<file path="src/rtl/pwm_capture.sv">
// PWM receiver: measures period and high time in clk cycles and flags a stuck line.
// Optional duty-cycle percentage divider enabled by defining PWM_CAPTURE_DUTY_PERCENT_EN.
module pwm_capture #(
  parameter int CNT_W       = 16,
  parameter int TIMEOUT     = 1000,
  parameter int SYNC_STAGES = 2
) (
  input  logic             clk,
  input  logic             rst_n,
  input  logic             pwm_in,
  output logic [CNT_W-1:0] period,
  output logic [CNT_W-1:0] high_time,
  output logic             meas_valid,
  output logic             stuck_high,
  output logic             stuck_low
`ifdef PWM_CAPTURE_DUTY_PERCENT_EN
  ,
  output logic [6:0]       duty_pct,
  output logic             duty_valid
`endif
);

  localparam logic [CNT_W-1:0] TO = CNT_W'(TIMEOUT);

  typedef enum logic [1:0] {ARM, MEAS_HIGH, MEAS_LOW} state_t;

  logic [SYNC_STAGES-1:0] r_sync;
  logic                   r_s_d;
  logic [CNT_W-1:0]       r_cnt;
  logic [CNT_W-1:0]       r_hi_lat;
  logic                   r_primed;
  state_t                 r_state;

  logic w_s, w_rise, w_fall, w_to;

  assign w_s    = r_sync[SYNC_STAGES-1];
  assign w_rise = w_s & ~r_s_d;
  assign w_fall = ~w_s & r_s_d;
  assign w_to   = (r_cnt == TO);

  always_ff @(posedge clk or negedge rst_n) begin
    if (!rst_n) begin
      r_sync <= '0;
      r_s_d  <= 1'b0;
    end else begin
      r_sync <= {r_sync[SYNC_STAGES-2:0], pwm_in};
      r_s_d  <= w_s;
    end
  end

  // Cycles since the last rise; saturation at TO doubles as the timeout condition.
  always_ff @(posedge clk or negedge rst_n) begin
    if (!rst_n)        r_cnt <= '0;
    else if (w_rise)   r_cnt <= CNT_W'(1);
    else if (!w_to)    r_cnt <= r_cnt + CNT_W'(1);
  end

  always_ff @(posedge clk or negedge rst_n) begin
    if (!rst_n) begin
      r_state    <= ARM;
      r_primed   <= 1'b0;
      r_hi_lat   <= '0;
      period     <= '0;
      high_time  <= '0;
      meas_valid <= 1'b0;
      stuck_high <= 1'b0;
      stuck_low  <= 1'b0;
    end else begin
      meas_valid <= 1'b0;
      if (w_rise) begin
        stuck_high <= 1'b0;
        stuck_low  <= 1'b0;
      end
      case (r_state)
        ARM: begin
          if (w_rise) begin
            r_state  <= MEAS_HIGH;
            r_primed <= 1'b0;
          end else if (w_to && !stuck_high && !stuck_low) begin
            // Flags latch the level once and stay sticky until a rise.
            stuck_high <= w_s;
            stuck_low  <= ~w_s;
          end
        end
        MEAS_HIGH: begin
          if (w_rise) begin
            // A fall was lost; the period in flight cannot be trusted.
            r_primed <= 1'b0;
          end else if (w_fall) begin
            r_state  <= MEAS_LOW;
            r_hi_lat <= r_cnt;
          end else if (w_to) begin
            r_state    <= ARM;
            stuck_high <= w_s;
            stuck_low  <= ~w_s;
          end
        end
        MEAS_LOW: begin
          if (w_rise) begin
            r_state  <= MEAS_HIGH;
            r_primed <= 1'b1;
            if (r_primed) begin
              period     <= r_cnt;
              high_time  <= r_hi_lat;
              meas_valid <= 1'b1;
            end
          end else if (w_to) begin
            r_state    <= ARM;
            stuck_high <= w_s;
            stuck_low  <= ~w_s;
          end
        end
        default: r_state <= ARM;
      endcase
    end
  end

`ifdef PWM_CAPTURE_DUTY_PERCENT_EN
  localparam int DW = CNT_W + 7;

  logic [DW-1:0]    r_rem;
  logic [CNT_W-1:0] r_div;
  logic [2:0]       r_step;
  logic             r_busy;
  logic [6:0]       r_q;

  logic [DW-1:0] w_dsh;
  logic          w_ge;
  logic [6:0]    w_q_nxt;

  assign w_dsh   = DW'(r_div) << r_step;
  assign w_ge    = (r_rem >= w_dsh);
  assign w_q_nxt = r_q | (w_ge ? (7'd1 << r_step) : 7'd0);

  // Restoring division, one quotient bit per cycle from bit 6 down; a new
  // measurement restarts it so only complete results are published.
  always_ff @(posedge clk or negedge rst_n) begin
    if (!rst_n) begin
      r_rem      <= '0;
      r_div      <= '0;
      r_step     <= '0;
      r_busy     <= 1'b0;
      r_q        <= '0;
      duty_pct   <= '0;
      duty_valid <= 1'b0;
    end else begin
      duty_valid <= 1'b0;
      if (meas_valid) begin
        r_busy <= 1'b1;
        r_step <= 3'd6;
        r_rem  <= DW'(high_time) * DW'(100);
        r_div  <= period;
        r_q    <= '0;
      end else if (r_busy) begin
        if (w_ge) r_rem <= r_rem - w_dsh;
        r_q <= w_q_nxt;
        if (r_step == 3'd0) begin
          r_busy     <= 1'b0;
          duty_pct   <= w_q_nxt;
          duty_valid <= 1'b1;
        end else begin
          r_step <= r_step - 3'd1;
        end
      end
    end
  end
`endif

endmodule

</file>
<file path="config.mk">
export PLATFORM = sky130hd
export DESIGN_NAME = pwm_capture
export DESIGN_NICKNAME = d
export VERILOG_FILES = /design/src/rtl/pwm_capture.sv
export SDC_FILE = /design/constraint.sdc
export NUM_CORES = 1
export LEC_CHECK = 0
export BUFFER_PORTS_ARGS = -buffer_cell sky130_fd_sc_hd__buf_2
export CELL_PAD_IN_SITES_DETAIL_PLACEMENT = 2
export CELL_PAD_IN_SITES_GLOBAL_PLACEMENT = 2
export CORE_UTILIZATION = 43
export DETAILED_ROUTE_END_ITERATION = 12
export PLACE_DENSITY = 0.95
export REMOVE_ABC_BUFFERS = 1
export SYNTH_ARGS = -nofsm -noshare
export SYNTH_HDL_FRONTEND = slang
export SYNTH_SLANG_ARGS = --single-unit
</file>
<file path="constraint.sdc">
create_clock -name clk -period 4.4 [get_ports clk]
set_input_delay 0.88 -clock clk [delete_from_list [all_inputs] [get_ports clk]]
set_output_delay 0.88 -clock clk [all_outputs]
set_load 0.05 [all_outputs]
</file>
==> flow_summary.toml, run 1 <==
[sta]
skew_ns = 0.00820
maxSlewViolCount = 0
worst_pin_slew_ns = 1.16
min_period_over_period_pct = 49.2
rsz0062_at_grt = "no"
timing.slew.headroom_pct = 22.8
fmax_ghz = 0.462
fin_tns_setup_ns = 0
post-route-min-period_ns = 2.16
setup_viol = 0
finalHoldViolations = 0

[detailed_routing]
drt-initial-drc-count = 42
num_vias = 1932
wire_per_inst_um = 18.1
wirelength_um = 6780
vias_per_cell = 5.15
first_pass_iters = 4
drtAntennaViolNets = 0
drc = 0

[outcome]
status = "completed"

[placed_design]
finalWeightedCongestion = 0.758
io_buffers = 37
dpl.hpwl_um = 4740

[floorplanning]
io_pins = 38
dieWidth_um = 88.6
num_rows = 31
core_area_mm2 = 0.00725
die_area_mm2 = 0.00785
dieHeight_um = 88.6
start_util_pct = 44.4

[finish]
fin_nets = 276
diodes = 0
fillers = 716
drive_above_1_share_pct = 39.1
areaGrowthSynthToFinish_pct = 13.5
postLayoutCoreUtil_pct = 50.5

[clock_network]
cts_tree = "done"
hold_buffers = 0
postCtsSetupRepairBufs = 0
cts_resized = 0
numCtsBuffers = 9
root_buffer = "clkbuf_8"
path_clk_slew_ns = 0.07
cts_max_level = 3
clk_latency_ns = 0.34
clockBufferDepth = 2
clock_sinks = 73

[grt]
grt_pass1_wl_um = 11400
grt_max_degree = 53
gr-usage-all-layers_pct = 19.7
grt_pass1_vias = 2155
antenna_found_initial = 0
overflow = 0

[synth]
ys_warn_count = 0
synth-simple-area-share_pct = 12.1
synth_seq_cells = 73
synth-xor-area-share_pct = 2.99
synth_compound_area_share_pct = 3.22
syn_area_mm2 = 0.00322
avgSynthCellArea_um2 = 13.9
ys_seq_area_share_pct = 56.7
synth_top_family_by_area = "multiplexers"
synth_fa_ha_area_share_pct = 0.776
synthCells = 232
synthMuxAreaShare_pct = 20.5
yosysUniqueCellTypes = 34

[power]
peakVddDrop_v = 0.000261
p_leak_nw = 1.91
powerDensity_mw_per_mm2 = 448

[min_path]
min_path_cells = 0
min_from = "r_sync[0]"
hp-class = "register to register"
min_to = "r_sync[1]"

[worst_setup_path]
cp-end-kind = "register"
arrival_ns = 2.39
path_class = "register to register"
r2r_end = "high_time[15]"
r2r_slack_ns = 2.24
r2r-start = "r_sync[1]"
start_kind = "register"
crit_fanout = 33
required_ns = 4.63
reg2reg_depth = 4

[run]
cap_violations = 0
## cells by family after synthesis
| group | Yosys count |
|---|---|
| flip-flops | 73 |
| AND/OR/NAND/NOR | 62 |
| multiplexers | 49 |
| AO/OA/AOI/OAI | 18 |
| buffers and inverters | 17 |
| XOR/XNOR | 11 |
| adder cells (fa/ha/maj) | 2 |
## layer usage
metal / vias up / GRT usage, % / share of wire, %
met5: - / 0 / 0
met4: 0 / 8.80 / 1.8
met3: 11 / 3.08 / 2.4
met2: 40 / 33.7 / 50
met1: 997 / 24.8 / 46
li1: 884 / - / -
## metrics by stage
step / setup slack [ns] / hold slack, ns / total power [mW] / cell area [um2] / cells
CTS: 2.20 / 0.355 / 1.66 / 3660 / 375
floorplan: 1.98 / 0.331 / 1.00 / 3120 / 221
finish: 2.24 / 0.351 / 1.64 / 3660 / 375
global placement: 2.32 / 0.334 / 1.07 / 3450 / 359
detailed placement: 2.22 / 0.339 / 1.10 / 3450 / 359
global route: 2.11 / 0.370 / 1.71 / 3660 / 375
## where the power goes
part	switching, mW	total [mW]	internal, mW
sequential	0.0705	0.803	0.733
combinational	0.181	0.279	0.0974
clock	0.240	0.559	0.319
## how the worst max path moves through the flow
stage	cells after the start	from	to	slack, ns
6_report	4	r_sync[1]	high_time[15]	2.24
5_1_grt	4	r_sync[1]	high_time[15]	2.11
4_1_cts	4	r_sync[1]	high_time[4]	2.20
3_5_place_dp	4	r_sync[1]	high_time[4]	2.22
3_3_place_gp	2	rst_n	period[12]	2.32
2_1_floorplan	3	r_sync[1]	high_time[10]	1.98
## cell usage in the layout, fill, tap and decap left out, drive strengths merged, types with 3 or more instances in the layout
| master | count |
|---|---|
| dfrtp | 73 |
| mux2 | 48 |
| buf | 39 |
| nor2 | 17 |
| clkbuf | 11 |
| nand3 | 9 |
| nand2 | 8 |
| o21ai | 7 |
| xor2 | 7 |
| inv | 6 |
| a21oi | 6 |
| nand4 | 6 |
| nor2b | 4 |
| o211ai | 4 |
| xnor2 | 4 |
| and4 | 3 |
| nand2b | 3 |
| and3 | 3 |
| or3 | 3 |
## sequential cells by signal, summed over array words and instances (netlist names)
signal and cells:
r_sync 2, r_s_d 1, r_cnt 16, stuck_low 1
r_hi_lat 16, r_state 2, period 16, high_time 16
stuck_high 1, meas_valid 1, r_primed 1
## critical path, stage by stage, from the launching register on
cell	delay, ns
dfrtp_1	0.54
nor2b_1	0.19
buf_4	0.27
nand3_4	0.51
mux2_4	0.50
## synth_stat cells
library cell | instances | share of area, %
inv_1 | 6 | 0.70
nand3_4 | 2 | 1.1
mux2_4 | 29 | 14
o21ai_0 | 7 | 1.1
a32oi_1 | 1 | 0.27
nand4_1 | 5 | 0.97
nand2_1 | 8 | 0.93
a21oi_1 | 6 | 0.93
nor2_1 | 16 | 1.9
mux2_2 | 19 | 6.6
nand4_2 | 1 | 0.39
nor2_4 | 1 | 0.35
buf_6 | 6 | 2.1
and3_1 | 3 | 0.58
xnor2_1 | 4 | 1.1
dfrtp_1 | 73 | 57
or3_1 | 3 | 0.58
ha_1 | 2 | 0.78
nand2b_1 | 3 | 0.58
and2_1 | 1 | 0.19
buf_4 | 3 | 0.70
nor2b_1 | 4 | 0.78
and4_1 | 3 | 0.82
mux2i_1 | 1 | 0.31
and4bb_2 | 1 | 0.39
buf_2 | 1 | 0.16
xor2_1 | 7 | 1.9
nand3_2 | 1 | 0.31
nor4b_4 | 1 | 0.74
o211ai_1 | 4 | 0.93
clkbuf_1 | 1 | 0.12
nand3b_1 | 2 | 0.47
nand3_1 | 6 | 0.93
nor3_1 | 1 | 0.16
## layout make-up
class                   count  area [um2]  share of cell area [%]
clock buffers              11         131                    3.59
clock inverters             5        80.1                    2.19
inverters                   6        22.5                   0.615
multi-input cells         142        1270                    34.8
flip-flops and latches     73        1830                    49.9
well taps                  99         124                    3.38
repair buffers             39         200                    5.47
Note: power is estimated with default switching activity, not from simulation.
==> run 2: changes to the inputs <==
--- a/config.mk
+++ b/config.mk
@@ -8,9 +8,9 @@
 export BUFFER_PORTS_ARGS = -buffer_cell sky130_fd_sc_hd__buf_2
 export CELL_PAD_IN_SITES_DETAIL_PLACEMENT = 2
 export CELL_PAD_IN_SITES_GLOBAL_PLACEMENT = 2
-export CORE_UTILIZATION = 43
+export CORE_UTILIZATION = 36
 export DETAILED_ROUTE_END_ITERATION = 12
-export PLACE_DENSITY = 0.95
+export PLACE_DENSITY = 0.86
 export REMOVE_ABC_BUFFERS = 1
 export SYNTH_ARGS = -nofsm -noshare
 export SYNTH_HDL_FRONTEND = slang
==> constraint.sdc (replaced) <==
create_clock -name clk -period 1.9 [get_ports clk]
set_input_delay 0.38 -clock clk [delete_from_list [all_inputs] [get_ports clk]]
set_output_delay 0.38 -clock clk [all_outputs]
set_load 0.05 [all_outputs]
==> flow_summary.toml, run 2 (synthesis gave the netlist of run 1 again) <==
[finish]
drive_above_1_share_pct = 41.0
fin_nets = 283
final_cell_mix = "dfrtp_1, buf_2, mux2_4, mux2_2, nor2_1"
diodes = 0
fillers = 894
postLayoutCoreUtil_pct = 43.6
final_common_cell = "dfrtp_1"
areaGrowthSynthToFinish_pct = 17.3

[worst_setup_path]
cp-end-kind = "register"
required_ns = 2.12
path_class = "register to register"
crit_start = "r_cnt[2]"
start_kind = "register"
r2r-start = "r_cnt[2]"
arrival_ns = 1.88
crit_fanout = 10

[sta]
timing.slew.headroom_pct = 70.7
setup_viol = 0
finalHoldViolations = 0
fin_ws_ns = 0.242
hold_slack_ns = 0.132
post-route-min-period_ns = 1.66
skew_ns = 0.00810
rsz0062_at_grt = "no"
fmax_ghz = 0.603
min_period_over_period_pct = 87.3
worst_pin_slew_ns = 0.440
maxSlewViolCount = 0

[clock_network]
clock_sinks = 73
cts_resized = 0
numCtsBuffers = 9
path_clk_slew_ns = 0.08
clockBufferDepth = 2
cts_max_level = 3
cts_tree = "done"
root_buffer = "clkbuf_8"
clk_latency_ns = 0.35

[floorplanning]
dieHeight_um = 96.6
io_pins = 38
start_util_pct = 37.1
num_rows = 34
dieWidth_um = 96.6
die_area_mm2 = 0.00934
core_area_mm2 = 0.00868

[placed_design]
finalWeightedCongestion = 0.720
dpl.hpwl_um = 5240
preCtsSetupSlack_ns = 0.237
io_buffers = 37

[detailed_routing]
wirelength_um = 7390
first_pass_iters = 4
drtAntennaViolNets = 0
drc = 0
drt-initial-drc-count = 61
wire_per_inst_um = 18.9
num_vias = 2010
vias_per_cell = 5.14

[grt]
gr-usage-all-layers_pct = 16.8
grt_max_degree = 42
antenna_found_initial = 0
grt_pass1_vias = 2314
overflow = 0
grt_pass1_wl_um = 12200

[min_path]
min_from = "pwm_in"
hp-class = "primary input to register"

[power]
powerDensity_mw_per_mm2 = 1070
p_leak_nw = 1.97
peakVddDrop_v = 0.000481

[outcome]
status = "completed"

[run]
cap_violations = 0
==> run 2: cell types whose count changed in the layout (fill, tap and decap cells not counted) <==
cell and delta:
dlygate4sd3_1 +1, bufinv_16 +1, clkinv_2 -1, clkbuf_8 +1
inv_6 +1, clkbuf_1 -2, buf_2 -1, buf_4 +6
buf_12 +1
==> run 2: metal layers <==
| metal | global-route usage (%) | up-vias | routed length (um) |
|---|---|---|---|
| met1 | 20.3 | 1060 | 3140 |
| met2 | 29.7 | 34 | 3930 |
| met4 | 6.31 | 0 | 110 |
| met5 | 0 | - | 0 |
| li1 | - | 904 | - |
| met3 | 3.03 | 12 | 202 |
==> run 2: stage by stage <==
step                      TNS, ns  instance area [um2]  total power, mW  std cells
after global placement          0                 3520             2.52        374
final                           0                 3780             4.06        391
after CTS                       0                 3780             4.12        391
after global routing            0                 3780             4.24        391
after floorplan            -16.77                 3120             2.32        221
after detailed placement        0                 3520             2.58        374
==> run 2: worst max-delay path, stage by stage (launching register included) <==
cell,delay (ns)
dfrtp_1,0.54
nor4b_4,0.37
nand4_2,0.27
o211ai_1,0.23
a32oi_1,0.12
==> run 2: path summary, 6_finish.rpt <==
| check | depth (start not counted) | slack (ns) | to |
|---|---|---|---|
| worst min-delay path | 1 | 0.13 | r_sync[0] |
| min in group asynchronous | 2 | 0.51 | r_sync[0] |
| max in group asynchronous | 3 | 0.82 | period[5] |
| worst max register to register | 4 | 0.24 | stuck_low |
| worst max-delay path | 4 | 0.24 | stuck_low |
| worst min register to register | 0 | 0.36 | r_sync[1] |
==> run 2: cell type report <==
cell class | instances | area [um2] | area share, %
clock inverters | 6 | 114 | 3.01
well taps | 108 | 135 | 3.57
inverters | 6 | 22.5 | 0.596
flip-flops and latches | 73 | 1830 | 48.3
repair buffers | 46 | 270 | 7.15
clock buffers | 10 | 138 | 3.64
multi-input cells | 142 | 1270 | 33.7
==> run 2: report_power, final <==
| part | internal, mW | switching, mW | leakage (nW) |
|---|---|---|---|
| clock network | 0.912 | 0.610 | 0.119 |
| registers | 1.70 | 0.167 | 0.995 |
| logic | 0.244 | 0.434 | 0.855 |
| total | 2.85 | 1.21 | 1.97 |
==> run 2: timing repair <==
item                                    4_1_cts  5_1_grt
endpoints found under the setup margin        0        0
endpoints found under the hold margin        32        0
hold buffers                                  1        0
setup buffers                                 0        0
==> run 3: changes to the inputs <==
--- a/config.mk
+++ b/config.mk
@@ -8,6 +8,7 @@
 export BUFFER_PORTS_ARGS = -buffer_cell sky130_fd_sc_hd__buf_2
 export CELL_PAD_IN_SITES_DETAIL_PLACEMENT = 2
 export CELL_PAD_IN_SITES_GLOBAL_PLACEMENT = 2
+export CORE_ASPECT_RATIO = 1.25
 export CORE_UTILIZATION = 36
 export DETAILED_ROUTE_END_ITERATION = 12
 export PLACE_DENSITY = 0.86
==> flow_summary.toml, run 3 (synthesis gave the netlist of run 1 again) <==
[floorplanning]
core_area_mm2 = 0.00870
io_pins = 38
dieWidth_um = 86.6
start_util_pct = 37.0
dieHeight_um = 108
num_rows = 38
die_area_mm2 = 0.00934

[detailed_routing]
drc = 0
vias_per_cell = 4.89
drt-initial-drc-count = 48
wire_per_inst_um = 16.3
wirelength_um = 6570
num_vias = 1969
drtAntennaViolNets = 0
first_pass_iters = 4

[placed_design]
placed_area_mm2 = 0.00356
io_buffers = 37
dpl.hpwl_um = 4400
preCtsSetupSlack_ns = 0.265
placedCellCount = 386
finalWeightedCongestion = 0.765

[power]
peakVddDrop_v = 0.000305
p_leak_nw = 1.96
powerDensity_mw_per_mm2 = 981

[grt]
antenna_found_initial = 0
grt_pass1_wl_um = 11100
grt_max_degree = 40
overflow = 0
gr-usage-all-layers_pct = 16.0
grt_pass1_vias = 2198

[finish]
register_area_mm2 = 0.00183
multi_input_area_mm2 = 0.00127
diodes = 0
final_common_cell = "dfrtp_1"
final_cell_mix = "dfrtp_1, buf_2, mux2_4, mux2_2, nor2_1"
areaGrowthSynthToFinish_pct = 16.7
fillers = 898
postLayoutCellArea_mm2 = 0.00376
drive_above_1_share_pct = 41.0
fin_nets = 283
final_cells = 403

[worst_setup_path]
cp_slowest_cell = "dfrtp_1"
crit_fanout = 7
r2r_slack_ns = 0.25
r2r_end = "r_cnt[15]"
cp-endpoint = "r_cnt[15]"
crit_start = "r_cnt[8]"
slowest_delay_ns = 0.45
required_ns = 2.17
cp-end-kind = "register"
path_class = "register to register"
reg2reg_depth = 4
arrival_ns = 1.92
start_kind = "register"
crit_chain = "and4_1 > nand3_2 > or3_1 > a21oi_1"
r2r-start = "r_cnt[8]"

[sta]
fmax_ghz = 0.605
setup_viol = 0
rsz0062_at_grt = "no"
post-route-min-period_ns = 1.65
fin_ws_ns = 0.247
maxSlewViolCount = 0
worst_pin_slew_ns = 0.341
min_period_over_period_pct = 87.0
skew_ns = 0.00880
finalHoldViolations = 0
fin_tns_setup_ns = 0
timing.slew.headroom_pct = 77.1

[clock_network]
postCtsSetupRepairBufs = 0
root_buffer = "clkbuf_8"
hold_buffers = 1
clockBufferDepth = 2
cts_tree = "done"
cts_max_level = 3
numCtsBuffers = 9
cts_resized = 0
path_clk_slew_ns = 0.07
clock_sinks = 73
clk_latency_ns = 0.35

[min_path]
hp-class = "primary input to register"
min_path_cells = 1

[outcome]
status = "completed"

[run]
cap_violations = 0
## run 3: cell count changes in the layout (fill, tap and decap cells not counted), sizes merged
| cell | delta |
|---|---|
| bufinv | -3 |
| clkinv | +3 |
| clkbuf | +2 |
| clkinvlp | -1 |
| inv | -1 |
## run 3: critical path, delay by kind of cell (launching register included)
kind,cells,cell delay [ns]
AOI/OAI and AO/OA,1,0.17
and+or+nand+nor,3,0.94
DFF,1,0.45
## run 3: layout make-up
type | count | share of cell area (%)
sequential | 73 | 48.6
clock buffer | 12 | 4.39
tap | 120 | 3.99
timing repair buffer | 46 | 7.85
clock inverter | 4 | 0.699
inverter | 6 | 0.599
multi-input combinational | 142 | 33.9
## run 3: per-layer routing
metal / vias up / track usage [%] / part of all wire, %
li1: 895 / - / -
met1: 1036 / 19.8 / 44
met2: 29 / 26.4 / 52
met3: 9 / 3.45 / 2.4
met4: 0 / 7.50 / 1.3
met5: - / 0 / 0
## run 3: power breakdown
group	internal (mW)	switching (mW)	total, mW
clock network	0.579	0.573	1.15
registers	1.70	0.139	1.84
logic	0.263	0.438	0.701
## run 3: how the worst min path moves through the flow
| stage | start | endpoint | slack (ns) |
|---|---|---|---|
| after floorplan | rst_n | high_time[0] | 0.08 |
| after global placement | rst_n | meas_valid | 0.27 |
| after detailed placement | rst_n | meas_valid | 0.28 |
| after CTS | pwm_in | r_sync[0] | 0.11 |
| after global routing | pwm_in | r_sync[0] | 0.12 |
| final | pwm_in | r_sync[0] | 0.14 |
## run 3: stage by stage
step	power, mW	utilization [%]	hold slack, ns
floorplan	2.32	-	0.0844
global placement	2.54	40.9	0.272
detailed placement	2.58	40.9	0.276
CTS	3.76	43.2	0.114
global route	3.87	43.2	0.123
finish	3.69	43.2	0.135
